===== src/rtl/ram64_mover_pkg.sv =====
// ram64_mover_pkg
// Shared definitions for the 64-word RAM block mover: the controller state
// encoding, the default widths used by the mover and its address generator,
// and the RAM depth.
//
// Optional feature macro used by the mover: RAM64_BLOCK_MOVER_CHECKSUM_EN
// (this package itself is the same in both builds).
package ram64_mover_pkg;

    // Default widths: 6-bit word address (64 words), 16-bit words, and a
    // 7-bit length so that the full-memory length 64 is representable.
    localparam int DEFAULT_ADDR_W = 6;
    localparam int DEFAULT_DATA_W = 16;
    localparam int DEFAULT_LEN_W  = 7;

    // Number of words in the attached RAM; also the largest legal length.
    localparam int MEM_WORDS = 64;

    // Controller states.
    typedef enum logic [1:0] {
        IDLE  = 2'd0,
        READ  = 2'd1,
        WRITE = 2'd2,
        DONE  = 2'd3
    } state_t;

endpackage


===== src/rtl/ram64_mover_addr_gen.sv =====
// ram64_mover_addr_gen
// Holds the captured transfer operands (source, destination, length) and the
// word counter, and produces the wrapped source/destination word addresses
// plus a flag marking the final word of the block.
//
// Ports:
//   clk       input   system clock, rising edge
//   rst_n     input   asynchronous active-low reset
//   load      input   capture src/dst/len and clear the counter
//   step      input   advance the counter by one word
//   src       input   [ADDR_W] first source word address
//   dst       input   [ADDR_W] first destination word address
//   len       input   [LEN_W]  already-clamped word count
//   src_addr  output  [ADDR_W] src_r + count, wrapping modulo the RAM depth
//   dst_addr  output  [ADDR_W] dst_r + count, wrapping modulo the RAM depth
//   last      output  high while the current word is the final one
module ram64_mover_addr_gen
    import ram64_mover_pkg::*;
#(
    parameter int ADDR_W = DEFAULT_ADDR_W,
    parameter int LEN_W  = DEFAULT_LEN_W
) (
    input  logic              clk,
    input  logic              rst_n,
    input  logic              load,
    input  logic              step,
    input  logic [ADDR_W-1:0] src,
    input  logic [ADDR_W-1:0] dst,
    input  logic [LEN_W-1:0]  len,
    output logic [ADDR_W-1:0] src_addr,
    output logic [ADDR_W-1:0] dst_addr,
    output logic              last
);

    logic [ADDR_W-1:0] src_r;
    logic [ADDR_W-1:0] dst_r;
    logic [LEN_W-1:0]  len_r;
    logic [LEN_W-1:0]  count;

    // Operand capture and word counter. A new load always wins over a step
    // so the counter restarts cleanly at zero for each accepted transfer.
    always_ff @(posedge clk or negedge rst_n) begin
        if (!rst_n) begin
            src_r <= '0;
            dst_r <= '0;
            len_r <= '0;
            count <= '0;
        end else if (load) begin
            src_r <= src;
            dst_r <= dst;
            len_r <= len;
            count <= '0;
        end else if (step) begin
            count <= count + LEN_W'(1);
        end
    end

    // Address sums are truncated to ADDR_W bits, which gives the modulo-64
    // wrap for free. The counter never exceeds 63 while addresses are in
    // use, so only its low ADDR_W bits matter here.
    always_comb begin
        src_addr = src_r + count[ADDR_W-1:0];
        dst_addr = dst_r + count[ADDR_W-1:0];
        last     = ((count + LEN_W'(1)) == len_r);
    end

endmodule


===== src/rtl/ram64_block_mover.sv =====
// ram64_block_mover
// Memory master that copies a block of words inside the 64x16 RAM, one word
// every two clocks (READ the source word into a holding register, then WRITE
// it to the destination). Copying is strictly ascending, so overlapping
// regions give the forward-copy result.
//
// Optional feature: define RAM64_BLOCK_MOVER_CHECKSUM_EN to add a 16-bit
// 'checksum' output, the modulo-2^16 sum of every word written by the most
// recent transfer.
//
// Ports:
//   clk          input   system clock, rising edge
//   rst_n        input   asynchronous active-low reset
//   start        input   transfer request, only looked at in IDLE
//   src          input   [ADDR_W] first source word address
//   dst          input   [ADDR_W] first destination word address
//   len          input   [LEN_W]  word count, values above 64 clamp to 64
//   busy         output  high while reading or writing
//   done         output  one-cycle completion pulse
//   mem_address  output  [ADDR_W] RAM word address
//   mem_in       output  [DATA_W] RAM write data
//   mem_load     output  RAM write enable
//   mem_out      input   [DATA_W] RAM read data (combinational on address)
//   checksum     output  [DATA_W] only with RAM64_BLOCK_MOVER_CHECKSUM_EN
module ram64_block_mover
    import ram64_mover_pkg::*;
#(
    parameter int ADDR_W = DEFAULT_ADDR_W,
    parameter int DATA_W = DEFAULT_DATA_W,
    parameter int LEN_W  = DEFAULT_LEN_W
) (
    input  logic              clk,
    input  logic              rst_n,
    input  logic              start,
    input  logic [ADDR_W-1:0] src,
    input  logic [ADDR_W-1:0] dst,
    input  logic [LEN_W-1:0]  len,
    output logic              busy,
    output logic              done,
    output logic [ADDR_W-1:0] mem_address,
    output logic [DATA_W-1:0] mem_in,
    output logic              mem_load,
    input  logic [DATA_W-1:0] mem_out
`ifdef RAM64_BLOCK_MOVER_CHECKSUM_EN
    ,
    output logic [DATA_W-1:0] checksum
`endif
);

    state_t            state;
    state_t            state_next;
    logic [DATA_W-1:0] hold;
    logic              accept;
    logic [LEN_W-1:0]  len_clamped;
    logic              len_is_zero;
    logic [ADDR_W-1:0] src_addr;
    logic [ADDR_W-1:0] dst_addr;
    logic              last;

    // A request is taken only in IDLE; the length is clamped before it is
    // captured so the address generator never sees more than a full RAM.
    always_comb begin
        accept      = (state == IDLE) && start;
        len_clamped = (len > LEN_W'(MEM_WORDS)) ? LEN_W'(MEM_WORDS) : len;
        len_is_zero = (len_clamped == '0);
    end

    ram64_mover_addr_gen #(
        .ADDR_W (ADDR_W),
        .LEN_W  (LEN_W)
    ) u_addr_gen (
        .clk      (clk),
        .rst_n    (rst_n),
        .load     (accept),
        .step     (state == WRITE),
        .src      (src),
        .dst      (dst),
        .len      (len_clamped),
        .src_addr (src_addr),
        .dst_addr (dst_addr),
        .last     (last)
    );

    // State register. Because every RAM-facing output is decoded from this
    // register, an asynchronous reset removes mem_load immediately and no
    // write can land on the following edge.
    always_ff @(posedge clk or negedge rst_n) begin
        if (!rst_n) begin
            state <= IDLE;
        end else begin
            state <= state_next;
        end
    end

    // Holding register: the word read in READ is written back in WRITE.
    always_ff @(posedge clk or negedge rst_n) begin
        if (!rst_n) begin
            hold <= '0;
        end else if (state == READ) begin
            hold <= mem_out;
        end
    end

    // Next-state and output decode. Outside READ/WRITE the RAM side is
    // parked at address 0 with zero write data.
    always_comb begin
        state_next  = state;
        busy        = 1'b0;
        done        = 1'b0;
        mem_load    = 1'b0;
        mem_address = '0;
        mem_in      = '0;
        case (state)
            IDLE: begin
                if (start) begin
                    state_next = len_is_zero ? DONE : READ;
                end
            end
            READ: begin
                busy        = 1'b1;
                mem_address = src_addr;
                state_next  = WRITE;
            end
            WRITE: begin
                busy        = 1'b1;
                mem_address = dst_addr;
                mem_in      = hold;
                mem_load    = 1'b1;
                state_next  = last ? DONE : READ;
            end
            DONE: begin
                done       = 1'b1;
                state_next = IDLE;
            end
            default: begin
                state_next = IDLE;
            end
        endcase
    end

`ifdef RAM64_BLOCK_MOVER_CHECKSUM_EN
    // Running sum of written words. Cleared on accept, so after done it holds
    // the total for the finished block until the next request is taken.
    always_ff @(posedge clk or negedge rst_n) begin
        if (!rst_n) begin
            checksum <= '0;
        end else if (accept) begin
            checksum <= '0;
        end else if (state == WRITE) begin
            checksum <= checksum + hold;
        end
    end
`endif

endmodule


===== config.mk =====
export PLATFORM = sky130hd
export DESIGN_NAME = ram64_block_mover
export DESIGN_NICKNAME = d
export VERILOG_FILES = /design/src/rtl/ram64_mover_pkg.sv /design/src/rtl/ram64_mover_addr_gen.sv /design/src/rtl/ram64_block_mover.sv
export SDC_FILE = /design/constraint.sdc
export NUM_CORES = 1
export LEC_CHECK = 0
export ABC_AREA = 1
export CORE_MARGIN = 10
export CORE_UTILIZATION = 42
export DETAILED_ROUTE_END_ITERATION = 16
export PLACE_DENSITY = 0.72
export SLEW_MARGIN = 20
export SYNTH_ARGS = -nofsm -noshare
export SYNTH_HDL_FRONTEND = slang
export SYNTH_SLANG_ARGS = --single-unit

===== constraint.sdc =====
create_clock -name clk -period 3.6 [get_ports clk]
set_clock_uncertainty 0.05 [all_clocks]
set_input_delay 0.72 -clock clk [delete_from_list [all_inputs] [get_ports clk]]
set_output_delay 0.72 -clock clk [all_outputs]
set_load 0.01 [all_outputs]

==> run_results.csv <==
group,metric,value,unit
outcome,status,"complete, no violations",
route,viasPerCell,4.690,
route,route.final.wire_length,5.947,mm
synth,syn_area_per_cell,7.279,sq um
synth,synthAdderAreaFrac,6.465,%
clocking,clk_path_buf_depth,2,
synth,synth_nets,385,
sta,hold_viol_final,0,
clocking,cts_tree,"yes",
layout,final_cells,468,
place,place.gp.congestion,0.8318,
clocking,cts_root_buffer,"clkbuf_8",
worst_setup_path,reg2reg_to,"u_addr_gen.count[4]",
global_route,grt_pass1_vias,2191,
worst_setup_path,worstReg2RegStart,"state[1]",
worst_setup_path,criticalPathCategory,"reg -> out",
sta,worstMarginPinSlew,0.7164,ns
layout,mostFrequentLayoutCell,"nand2_1",
route,drt-pass1-iter-count,4,
place,dp_hpwl,4.640,mm
synth,synth_top_family_by_area,"simple AND/OR/NAND/NOR gates",
flow_run,cap_violations,0,
synth,synth-simple-area-share,29.86,%
place,dp.cells,461,
die,die_w,96.20,microns
sta,rsz0062_at_grt,"false",
global_route,overflow,0,
synth,synthXorXnorAreaFrac,1.437,%
layout,utilization,58.47,%
worst_setup_path,cp_max_fo,9,
synth,synth_area_leaders,"dfrtp_1 45%, nand2_1 23%, inv_1 6.6%, ha_1 5.6%, nand3_1 3.3%",
power,p_leak,1.728,nW
layout,drive_above_1_share,5.808,%
layout,num-nets-final,446,
global_route,grt_pass1_wl,10.01,mm
synth,ys_ff_latch,44,
die,core_area,0.005574,sq mm
worst_setup_path,crit_path_end,"mem_address[2]",
clocking,clk_latency,0.29,ns
worst_setup_path,worstSetupStartpoint,"state[0]",
layout,final_cell_mix,"147 x nand2_1, 59 x clkdlybuf4s50_1, 44 x dfrtp_1",
synth,netlist_area,0.002439,sq mm
clocking,htreeDepth,2,
worst_setup_path,start_kind,"flip-flop",
sta,hold_slack,0.3602,ns
sta,fin_crit_sh,93.69,%
synth,synth_warnings,0,
layout,area_growth,33.66,%
worst_setup_path,endpoint_kind,"output pin",
worst_setup_path,arrival,2.60,ns
global_route,antenna_found_initial,0,
clocking,numCtsBuffers,5,
global_route,grt_max_degree,45,
synth,synth_top_area_share,45.15,%
synth,netlist_instances,335,
die,io_pins,63,
synth,ys_types,27,
place,port_buffers,62,
die,die_h,96.20,microns
route,wire_per_inst,12.71,microns
sta,setup_violations,0,
sta,finalCriticalPeriod,3.373,ns
worst_setup_path,cp.required,2.83,ns
route,via_count,2195,
sta,worst_slew_margin_rel,52.24,%
power,power,0.002496,W
die,std_cell_rows,27,
clocking,clkSinkCount,44,
sta,finalMaxSlewViolations,0,
die,start_util,43.75,%
clocking,clk_pin_slew,0.08,ns
power,ir_drop,0.3438,mV
synth,muxShareOfSynthArea,0,%
power,power_density,765.7,mW/mm^2
worst_setup_path,reg2reg_slack,1.43,ns
synth,seq_area_frac_synth,45.15,%
sta,max_freq,296.5,MHz
route,detail-route-antenna-nets,0,
global_route,grt_util_all_layers,13.43,%
route,drc_errors,0,
route,drtIter0Drc,126,
sta,fin_setup_tns,0,ns
layout,n_antenna_cell,0,
min_path,min_path_type,"in -> async",
die,dieArea,0.009254,sq mm
worst_setup_path,ff2ff_path_depth,7,
synth,synth_compound_area_share,7.542,%
synth,synth_top_area_cell,"dfrtp_1",
==> power breakdown <==
part	total (W)	switching [W]	internal, W
clock	0.000441	0.000167	0.000273
sequential	0.000843	0.000138	0.000705
combinational	0.00121	0.000690	0.000522
==> Yosys cell counts (all sizes together) <==
library cell and n:
a21oi 8, a22o 1, buf 1, clkbuf 8, clkinv 1, dfrtp 44
fa 1, ha 11, inv 49, nand2 149, nand3 16, nor2 14
nor3 1, nor4 1, o21ai 18, o21bai 1, o22ai 4, o41ai 1
or2 2, xnor2 2, xor2 2
==> final cells by class <==
cell class / count / area, sq um
Inverter: 50 / 195.2
Multi-Input combinational cell: 232 / 1117
Clock buffer: 5 / 68.82
Clock inverter: 2 / 60.06
Tap cell: 72 / 90.09
Timing Repair Buffer: 63 / 626.9
Fill cell: 531 / 2315
Sequential cell: 44 / 1101
==> sequential cells by signal, indices dropped and copies added, names as in the netlist <==
name / count
state: 2
u_addr_gen.count: 7
u_addr_gen.src_r: 6
u_addr_gen.len_r: 7
u_addr_gen.dst_r: 6
hold: 16
==> stage by stage <==
stage                     setup slack [ns]  area [sq um]
after CTS                         0.001458          3254
after global placement              0.2460          3114
after detailed placement            0.1350          3114
after global routing               0.05164          3259
final                               0.2271          3259
after floorplan                     0.3777          2439
==> how the worst min path moves through the flow <==
stage | slack, ns | endpoint
3_3_place_gp | 0.40 | hold[11]
6_report | 0.36 | u_addr_gen.src_r[3]
5_1_grt | 0.41 | u_addr_gen.dst_r[4]
4_1_cts | 0.43 | hold[11]
3_5_place_dp | 0.41 | hold[11]
2_1_floorplan | 0.37 | hold[0]
==> logic make-up after synthesis <==
family / count (synthesis)
simple gates: 183
buf+inv: 59
flops: 44
compound gates: 33
fa+ha+maj: 12
xor+xnor: 4
==> timing repair <==
| action | CTS | global route |
|---|---|---|
| hold buffers | 0 | 0 |
| setup endpoints to repair | 2 | 1 |
| hold endpoints to repair | 0 | 0 |
| gates resized for setup | 3 | 2 |
| gates cloned | 0 | 0 |
| pin swaps | 0 | 0 |
| setup buffers | 0 | 0 |
==> worst max-delay path, cell delays in order, from the launching register on <==
cell and delay [ns]:
dfrtp_1 0.40, inv_2 0.09, ha_4 0.20, inv_2 0.11, nand2_1 0.07, nand2_1 0.06, ha_1 0.16, inv_1 0.06
fa_1 0.41, a21oi_1 0.19, clkdlybuf4s50_1 0.57
==> metal layers <==
metal  wire length (microns)  vias to the layer above  track usage (%)
li1                        -                     1147                -
met1                    2666                      995            15.91
met2                    2736                       49            22.20
met3                     499                        4            5.603
met4                      44                        0            2.948
met5                       0                        -                0
No activity file was read; power rests on OpenSTA's default activity.
